===== src/rtl/flags_stack.sv =====
// Live C/Z flag register with a LIFO shadow stack that saves flags on interrupt
// entry and restores them on RETI, with sticky error reporting for misuse.
module flags_stack #(
  parameter int unsigned DEPTH = 4
) (
  input  logic                             CLK,
  input  logic                             RST,
  input  logic                             FLG_C_SET,
  input  logic                             FLG_C_CLR,
  input  logic                             FLG_C_LD,
  input  logic                             C,
  input  logic                             FLG_Z_LD,
  input  logic                             Z,
  input  logic                             FLG_SHAD_PUSH,
  input  logic                             FLG_SHAD_POP,
  input  logic                             ERR_CLR,
  output logic                             C_FLAG,
  output logic                             Z_FLAG,
  output logic [$clog2(DEPTH+1)-1:0]       SHAD_DEPTH,
  output logic                             SHAD_FULL,
  output logic                             SHAD_EMPTY,
  output logic                             SHAD_ERR
);

  localparam int unsigned PTR_W = $clog2(DEPTH + 1);
  localparam int unsigned IDX_W = (DEPTH > 1) ? $clog2(DEPTH) : 1;

  logic [1:0]       stack_q [DEPTH];
  logic             c_q, c_d;
  logic             z_q, z_d;
  logic [PTR_W-1:0] depth_q, depth_d;
  logic             err_q, err_d;

  logic             full_c, empty_c;
  logic             push_ok_c, pop_ok_c, err_ev_c;
  logic [IDX_W-1:0] wr_idx_c, rd_idx_c;

  assign full_c    = (depth_q == PTR_W'(DEPTH));
  assign empty_c   = (depth_q == '0);
  assign push_ok_c = FLG_SHAD_PUSH & ~FLG_SHAD_POP & ~full_c;
  assign pop_ok_c  = FLG_SHAD_POP & ~FLG_SHAD_PUSH & ~empty_c;
  assign err_ev_c  = (FLG_SHAD_PUSH & FLG_SHAD_POP)
                   | (FLG_SHAD_PUSH & full_c)
                   | (FLG_SHAD_POP & empty_c);
  assign wr_idx_c  = IDX_W'(depth_q);
  assign rd_idx_c  = IDX_W'(depth_q - PTR_W'(1));

  // Next-state: a valid pop restores both flags and overrides the flag controls
  always_comb begin
    c_d     = c_q;
    z_d     = z_q;
    depth_d = depth_q;
    err_d   = err_q;

    if (FLG_C_CLR)      c_d = 1'b0;
    else if (FLG_C_SET) c_d = 1'b1;
    else if (FLG_C_LD)  c_d = C;

    if (FLG_Z_LD) z_d = Z;

    if (pop_ok_c) begin
      {c_d, z_d} = stack_q[rd_idx_c];
      depth_d    = depth_q - PTR_W'(1);
    end else if (push_ok_c) begin
      depth_d = depth_q + PTR_W'(1);
    end

    // A new error in the same cycle beats ERR_CLR
    if (err_ev_c)     err_d = 1'b1;
    else if (ERR_CLR) err_d = 1'b0;
  end

  always_ff @(posedge CLK) begin
    if (RST) begin
      c_q     <= 1'b0;
      z_q     <= 1'b0;
      depth_q <= '0;
      err_q   <= 1'b0;
    end else begin
      c_q     <= c_d;
      z_q     <= z_d;
      depth_q <= depth_d;
      err_q   <= err_d;
    end
  end

  // Storage is not reset; entries above the depth counter are don't-care
  always_ff @(posedge CLK) begin
    if (!RST && push_ok_c) stack_q[wr_idx_c] <= {c_q, z_q};
  end

  assign C_FLAG     = c_q;
  assign Z_FLAG     = z_q;
  assign SHAD_DEPTH = depth_q;
  assign SHAD_FULL  = full_c;
  assign SHAD_EMPTY = empty_c;
  assign SHAD_ERR   = err_q;

endmodule

===== config.mk =====
export PLATFORM = sky130hd
export DESIGN_NAME = flags_stack
export DESIGN_NICKNAME = d
export VERILOG_FILES = /design/src/rtl/flags_stack.sv
export SDC_FILE = /design/constraint.sdc
export NUM_CORES = 1
export LEC_CHECK = 0
export CAP_MARGIN = 10
export CORE_MARGIN = 5
export CORE_UTILIZATION = 45
export CTS_BUF_LIST = sky130_fd_sc_hd__clkbuf_8
export DETAILED_ROUTE_END_ITERATION = 8
export GPL_TIMING_DRIVEN = 0
export PLACE_DENSITY = 0.87
export SLEW_MARGIN = 20
export SYNTH_ARGS = -nofsm -noshare
export SYNTH_HDL_FRONTEND = slang
export SYNTH_SLANG_ARGS = --single-unit

===== constraint.sdc =====
create_clock -name CLK -period 1.9 [get_ports CLK]
set_input_delay 0.38 -clock CLK [delete_from_list [all_inputs] [get_ports CLK]]
set_output_delay 0.38 -clock CLK [all_outputs]
set_load 0.01 [all_outputs]

==> After elaboration in Yosys (flattened, before gate mapping) <==
Memory sizes are Yosys's and may differ from the RTL's.
Index checks and enable logic that the tools add are counted.
{ "totals": {"ff_bits": 6, "latchBits": 0, "ram_bits": 8, "mem_bits_ro": 0, "in_bits": 11, "out_inout_bits": 8, "word_cells": 40, "n_memories": 1} }
{ "mem_list": {"columns": ["memory", "words", "word_bits", "rd", "rd_clocked_by_memory_dff", "wr", "line_no", "source"], "rows": [
  ["stack_q", 4, 2, 1, 0, 1, "28", "logic [1:0] stack_q [DEPTH];"]
]} }
{ "op_classes": {"add_sub_neg": 2, "multipliers": 0, "div": 0, "order_cmp": 0, "n_eq_ne": 1, "shifts": 0, "muxes": 12, "bitwise": 13, "reduce_logical": 7} }
{ "op_table": {"columns": ["cell", "count"], "rows": [
  ["$mux 1", 10],
  ["$and 1x1->1", 7],
  ["$mux 3", 2],
  ["$reduce_bool 2->1", 3],
  ["$not 1->1", 4],
  ["$reduce_bool 4->1", 1],
  ["$add 3x1->3 const B", 1],
  ["$eq 3x3->1 const B", 1],
  ["$logic_not 3->1", 1],
  ["$sub 3x1->3 const B", 1],
  ["$or 1x1->1", 2],
  ["$logic_and 1x1->1", 1],
  ["$logic_not 1->1", 1]
]} }

==> Depth between registers and ports, before layout <==
Gate-level depths: netlist of the first run.
{ "depth": {"ltp_word": 6, "ltp_mapped": 7, "depth_no_buf": 7} }

==> Least setup slack after synthesis of the first run <==
No wires, ideal clock.
{ "synth_path": {"kind": "reg-to-reg", "from": "register depth_q[0], in the netlist SHAD_DEPTH[0]", "to": "register depth_q[0], in the netlist SHAD_DEPTH[0]", "setup_time_ps": 115, "t_arrival_ps": 1627, "t_required_ps": 1785, "slack_ps": 158, "path_stages_with_launch": 8, "n_path_buf": 0, "synth_period_minus_slack_ps": 1742, "path_cell_list": "dfxtp_1 > inv_1 > ha_1 > ha_1 > nor3b_4 > a31oi_1 > xnor2_1 > nor2_1"} }
{ "synth_between": {"elab_chain_len": 4, "word_cells_on_any_way": 11, "cone_classes": "add/sub: 2; eq/ne: 1; mux: 2; bitwise: 4; reduce/logical: 2"} }
{ "synth_rtl": {"columns": ["element", "line_no", "source"], "rows": [
  ["start, declared", "31", "logic [PTR_W-1:0] depth_q, depth_d;"],
  ["start signal, assigned", "82", "depth_q <= depth_d;"],
  ["$logic_not 3->1 *", "39", "assign empty_c = (depth_q == '0);"],
  ["named net SHAD_EMPTY", "21", "output logic SHAD_EMPTY,"],
  ["$not 1->1 *", "41", "assign pop_ok_c = FLG_SHAD_POP & ~FLG_SHAD_PUSH & ~empty_c;"],
  ["$and 1x1->1 *", "41", null],
  ["$mux 3 / $reduce_bool 2->1 (equally long branches)", null, null]
]} }
The timed path passes the listed nets; every way through them passes the cells marked *. The select of a mux whose other input is x is not followed.
A chain may end at the register's enable or synchronous reset.

==> Final worst setup path of the first run <==
{ "layout_path": {"from": "register depth_q[0], in the netlist SHAD_DEPTH[0]", "to": "output SHAD_EMPTY"} }
{ "layout_between": {"elab_chain_len": 1} }
{ "layout_rtl": {"columns": ["element", "line_no"], "rows": [
  ["$logic_not 3->1", "39"],
  ["end, declared", "21"]
]} }
No other way between the ends.

==> results.py, run 1 <==
metrics = {
    "yosys": {
        "ys_ff_latch": 14,
        "synth.avg_cell_area_sq_um": 11.8,
        "yosys.area.top_type": "edfxtp_1",
        "netlist_top_cells_count": "8 x edfxtp_1, 6 x dfxtp_1, 6 x ha_1",
        "synth_compound_area_share_pct": 8.98,
        "syn_inst": 60,
        "ys_warn_count": 0,
        "synthXorXnorAreaFrac_pct": 2.46,
        "yosys.area_share.simple_pct": 15.8,
        "synth_top_family_by_area": "simple AND/OR/NAND/NOR gates",
        "synth_edf_count": 8,
        "muxShareOfSynthArea_pct": 8.80,
        "synth.distinct_cells": 23,
        "synthesis.nets": 77,
        "synthAdderAreaFrac_pct": 10.6,
        "async_reset_ff_share_pct": 0,
        "ys_seq_area_share_pct": 50.7,
        "yosysMostFrequentCell": "edfxtp_1",
        "yosys-top-cells-area": "edfxtp_1 34%, dfxtp_1 17%, ha_1 11%",
        "syn_area_sq_um": 711,
        "netlist.area_leader.share_pct": 33.8,
        "synthFlopType": "edfxtp_1",
    },
    "worst_setup_path": {
        "crit_slowest_cell": "dfxtp_4",
        "worst_path_largest_cell_delay_ns": 0.39,
        "rrSetupSlack_ns": 0.20,
        "critPathTopFamily": "adder cells",
        "crit_required_ns": 1.52,
        "cp_cell_sequence": "inv_2 -> ha_1 -> ha_2 -> dlygate4sd2_1",
        "crit_buf_inv": 2,
        "cp_max_fo": 6,
        "startpoint_type": "register",
        "worstPathArrival_ns": 1.43,
        "critPathCaptureType": "output port",
        "crit_type": "reg -> out",
    },
    "clock_tree": {
        "clkLatencyLatePin_ns": 0.24,
        "htreeDepth": 1,
        "cts_made_buffers": 3,
        "cts.sinks": 14,
        "path_clk_slew_ns": 0.06,
        "cts_root_buffer": "clkbuf_8",
        "clockBufferDepth": 2,
        "cts_setup_buffers": 0,
        "cts_tree": "yes",
    },
    "timing": {
        "hold_viol_final": 0,
        "rsz0062_at_grt": "false",
        "drv_slew": 0,
        "period_share_pct": 95.1,
        "max_slew_margin_pct": 72.9,
        "fin_skew_ns": 0.00188,
        "max_freq_mhz": 553,
        "tightest_slew_ns": 0.407,
        "min_period_ns": 1.81,
        "setup_viol": 0,
    },
    "global_route": {
        "grt_pass1_vias": 517,
        "gr-total-overflow": 0,
        "antenna_found_initial": 0,
        "grt_pass1_wl_um": 2450,
        "grtUsageTotal_pct": 13.7,
        "grt_max_degree": 10,
    },
    "final_layout": {
        "antenna_cells": 0,
        "final_core_util_pct": 63.8,
        "fillers": 123,
        "area_growth_syn_to_layout_pct": 35.2,
        "drive_above_1_share_pct": 11.0,
        "layout.cells.non_filler": 98,
        "fin_nets": 100,
    },
    "pwr": {
        "power.leakage_nw": 0.373,
        "total_power_mw": 1.04,
        "p_per_area_nw_per_um2": 1090,
        "vdd_ir_drop_max_v": 0.000538,
    },
    "route": {
        "routed_wirelength_um": 1550,
        "drtIter0Drc": 20,
        "vias": 505,
        "via_per_inst": 5.15,
        "detail-route-antenna-nets": 0,
        "drc": 0,
        "avgRoutedWirePerCell_um": 15.8,
        "first_pass_iters": 4,
    },
    "floorplanning": {
        "dieWidth_um": 49.7,
        "die_area_sq_um": 2470,
        "die-height_um": 49.7,
        "start_util_pct": 47.2,
        "rows": 14,
        "io_pins": 19,
        "core_area_sq_um": 1510,
    },
    "place": {
        "gp_congestion": 0.770,
        "dp_cells": 94,
        "dp_hpwl_um": 1120,
        "io_buffers": 18,
    },
    "outcome": {
        "status": "finished, final reports clean",
    },
    "min_path": {
        "hp-class": "reg -> reg",
    },
    "flow_run": {
        "maxCapViolations": 0,
    },
}
==> final cells by class <==
type,count,area [sq um],area share (%)
multi-input combinational,41,334,34.8
clock buffer,3,41.3,4.30
timing repair buffer,18,178,18.5
clock inverter,1,3.75,0.391
inverter,5,18.8,1.95
tap,16,20.0,2.08
sequential,14,365,38.0
==> worst min-delay path: stages, from the launching register on <==
cell and delay [ns]:
dfxtp_2 0.34, nand3_1 0.07, a21oi_1 0.06
==> cell usage in the layout (no fill, tap or decap), types with 3 or more instances in the layout <==
master / count
a21oi_1: 3
nand2_1: 4
inv_1: 4
clkbuf_8: 3
dfxtp_1: 4
edfxtp_1: 8
nor2_1: 5
and2_1: 4
ha_1: 5
clkdlybuf4s50_1: 16
==> metal layers <==
| metal | share of wire [%] | track usage, % | up-vias | wire length (um) |
|---|---|---|---|---|
| li1 | - | - | 263 | - |
| met5 | 0 | 0 | - | 0 |
| met2 | 53 | 23.5 | 8 | 828 |
| met4 | 1.8 | 9.17 | 0 | 28 |
| met3 | 2.8 | 2.71 | 2 | 44 |
| met1 | 42 | 14.9 | 232 | 648 |
==> per-stage QoR <==
| stage | setup TNS (ns) | worst slack (ns) | hold WS [ns] | instance area, sq um |
|---|---|---|---|---|
| after floorplan | 0 | 0.158 | 0.442 | 711 |
| after detailed placement | -0.101 | -0.0830 | 0.514 | 911 |
| after CTS | 0 | 0.0232 | 0.505 | 958 |
| after global routing | 0 | 0.0398 | 0.534 | 961 |
| after global placement | -0.0218 | -0.0218 | 0.475 | 911 |
| final | 0 | 0.0924 | 0.501 | 961 |
==> state kept, by name, indices dropped and copies added, names as in the netlist <==
name,flops
C_FLAG,1
SHAD_DEPTH,3
SHAD_ERR,1
Z_FLAG,1
stack_q,8
==> cell families after synthesis <==
kind of cell | after synthesis
and+or+nand+nor | 20
DFF | 14
AOI/OAI and AO/OA | 10
adders and majority gates | 6
buffers and inverters | 5
muxes | 3
xor gates and xnor gates | 2
==> what timing repair did <==
item	CTS	global route
pin swaps	0	0
endpoints found under the setup margin	5	1
resized for setup	6	1
hold buffers	0	0
==> report_power, final <==
group | total (mW) | internal, mW | leakage (nW) | switching [mW]
clock | 0.246 | 0.143 | 0.0231 | 0.103
sequential | 0.406 | 0.366 | 0.124 | 0.0398
combinational | 0.391 | 0.201 | 0.226 | 0.190
==> final timing paths <==
kind,from,to,cells past startpoint
setup / recovery,SHAD_DEPTH[0],SHAD_EMPTY,4
hold / removal,SHAD_DEPTH[1],SHAD_DEPTH[1],2
setup reg to reg,SHAD_DEPTH[0],SHAD_DEPTH[0],7
hold reg to reg,SHAD_DEPTH[1],SHAD_DEPTH[1],2
(Power assumes the default switching activity.)
==> inputs of run 2 (changes only) <==
- HOLD_SLACK_MARGIN: default -> 0.02
- SETUP_SLACK_MARGIN: default -> 0.4
==> run 2 against run 1 <==
Effect of this change:
- first-iteration DRC count fell by 70%
- routed wire length rose by 7.6%
- core utilization rose by 6.2 points
- via count rose by 13%
- clock-buffer cell count rose by 1
- power rose by 14%
- sequential cell count did not move
- sequential share of layout area fell by 3.3 points
- hold slack got worse by 0.019 ns
- highest routed layer unchanged
==> results.py, run 2 (synthesis results as in run 1) <==
metrics = {
    "min_path": {
        "whs_path_depth": 0,
        "hp-class": "reg -> reg",
    },
    "global_route": {
        "grt_pass1_vias": 533,
        "use_met1_pct": 16.8,
        "grt_max_degree": 9,
        "antenna_found_initial": 0,
        "grt.met2_usage_pct": 23.1,
        "busiest_layer": "met2",
        "grtUsageTotal_pct": 13.7,
        "gr-total-overflow": 0,
        "use_met3_pct": 2.71,
        "grt_pass1_wl_um": 2560,
    },
    "final_layout": {
        "antenna_cells": 0,
        "final_core_util_pct": 70.0,
        "layout_commonest_cell": "clkdlybuf4s50_1",
        "fillers": 109,
        "drive_above_1_share_pct": 28.4,
        "largest_register": "stack_q",
        "area_growth_syn_to_layout_pct": 48.4,
        "largest_reg_flops": 8,
        "final_cell_mix": "9 x clkdlybuf4s50_1, 8 x edfxtp_1, 6 x dlygate4sd2_1",
        "fin_nets": 106,
    },
    "worst_setup_path": {
        "critPathCaptureType": "register",
        "worstPathArrival_ns": 1.46,
        "startpoint": "SHAD_DEPTH[0]",
        "cp_max_fo": 4,
        "setup.worst_path.end": "stack_q[0][1]",
        "r2r-end": "stack_q[0][1]",
        "crit_type": "reg -> reg",
        "crit_required_ns": 1.85,
        "r2r-start": "SHAD_DEPTH[0]",
        "rrSetupSlack_ns": 0.39,
        "r2r.worst_path.cells": 6,
        "startpoint_type": "register",
    },
    "clock_tree": {
        "clockBufferDepth": 2,
        "htreeDepth": 1,
        "holdBufCountCts": 0,
        "cts_root_buffer": "clkbuf_8",
        "clkLatencyLatePin_ns": 0.24,
        "path_clk_slew_ns": 0.06,
        "cts_made_buffers": 3,
        "cts.sinks": 14,
        "cts_tree": "yes",
    },
    "timing": {
        "fin_skew_ns": 0.00178,
        "max_slew_margin_pct": 74.9,
        "setup_viol": 0,
        "min_period_ns": 1.51,
        "setup_ws_ns": 0.389,
        "drv_slew": 0,
        "rsz0062_at_grt": "true",
        "period_share_pct": 79.5,
        "tightest_slew_ns": 0.375,
        "hold_ws_ns": 0.483,
        "fin_setup_tns_ns": 0,
        "hold_viol_final": 0,
        "max_freq_mhz": 662,
    },
    "pwr": {
        "seq_power_share_pct": 33.6,
        "power_frac_comb_pct": 42.0,
        "intPower_uw": 807,
        "total_power_mw": 1.19,
        "swShare_pct": 32.1,
        "power.leakage_nw": 0.446,
        "vdd_ir_drop_max_v": 0.000782,
        "switchingPower_uw": 381,
        "p_per_area_nw_per_um2": 1130,
        "p_clk_share_pct": 24.4,
    },
    "route": {
        "drc": 0,
        "first_pass_iters": 5,
        "via_per_inst": 5.51,
        "routed_wirelength_um": 1670,
        "detail-route-antenna-nets": 0,
        "vias": 573,
        "avgRoutedWirePerCell_um": 16.0,
        "drtIter0Drc": 6,
    },
    "place": {
        "dp_hpwl_um": 1090,
        "io_buffers": 18,
        "pre_cts_ws_ns": 0.0267,
        "gp_congestion": 0.773,
    },
    "floorplanning": {
        "die-height_um": 49.7,
        "dieWidth_um": 49.7,
        "core_area_sq_um": 1510,
        "io_pins": 19,
        "rows": 14,
        "die_area_sq_um": 2470,
        "start_util_pct": 47.2,
    },
    "flow_run": {
        "maxCapViolations": 0,
    },
    "outcome": {
        "status": "finished, final reports clean",
    },
}
==> run 2: changes by cell type in the layout (fill, tap and decap cells not counted), sizes merged <==
cell | previous run | this run
clkbuf | 3 | 4
clkdlybuf4s50 | 16 | 9
buf | 0 | 8
clkinv | 1 | 0
dlygate4sd2 | 2 | 6
dlymetal6s2s | 0 | 1
==> run 2: worst min-delay path by stage <==
stage	startpoint	to	slack (ns)
after floorplan	RST	SHAD_DEPTH[1]	0.44
after global placement	SHAD_ERR	SHAD_ERR	0.48
after detailed placement	SHAD_ERR	SHAD_ERR	0.48
after CTS	Z_FLAG	stack_q[1][0]	0.49
after global routing	Z_FLAG	stack_q[2][0]	0.51
final	Z_FLAG	stack_q[0][0]	0.48
==> run 2: critical path, cell delays in order (launching register included) <==
cell,delay (ns)
dfxtp_4,0.37
inv_6,0.04
ha_1,0.19
nand2_2,0.08
nand3_1,0.15
nor2_2,0.17
and2_1,0.21
==> run 2: stage by stage <==
step,cells,area (sq um)
6_report,104,1050
5_1_grt,104,1050
4_1_cts,103,1030
3_5_place_dp,94,931
3_3_place_gp,94,931
2_1_floorplan,60,731
==> run 2: area by class of cell <==
cell class,count,area (sq um),area share (%)
well taps,16,20.0,1.90
inverters,5,23.8,2.25
repair buffers,24,220,20.9
multi-input cells,41,369,35.0
clock buffers,4,55.1,5.22
flip-flops and latches,14,367,34.8
==> run 2: layer usage <==
layer / part of all wire (%) / vias up
met4: 1.1 / 0
met1: 40 / 276
met5: 0 / -
met2: 54 / 19
li1: - / 274
met3: 4.8 / 4
==> run 2: repair_timing <==
item,CTS,global route
buffers inserted,5,1
endpoints found under the setup margin,20,16
pin swaps,0,1
gates resized for setup,19,7
==> run 2: power by group through the flow <==
stage | sequential [mW] | clock (mW) | combinational (mW)
CTS | 0.395 | 0.292 | 0.479
global placement | 0.409 | 0 | 0.409
floorplan | 0.418 | 0 | 0.248
detailed placement | 0.412 | 0 | 0.428
finish | 0.399 | 0.290 | 0.499
global route | 0.403 | 0.311 | 0.543
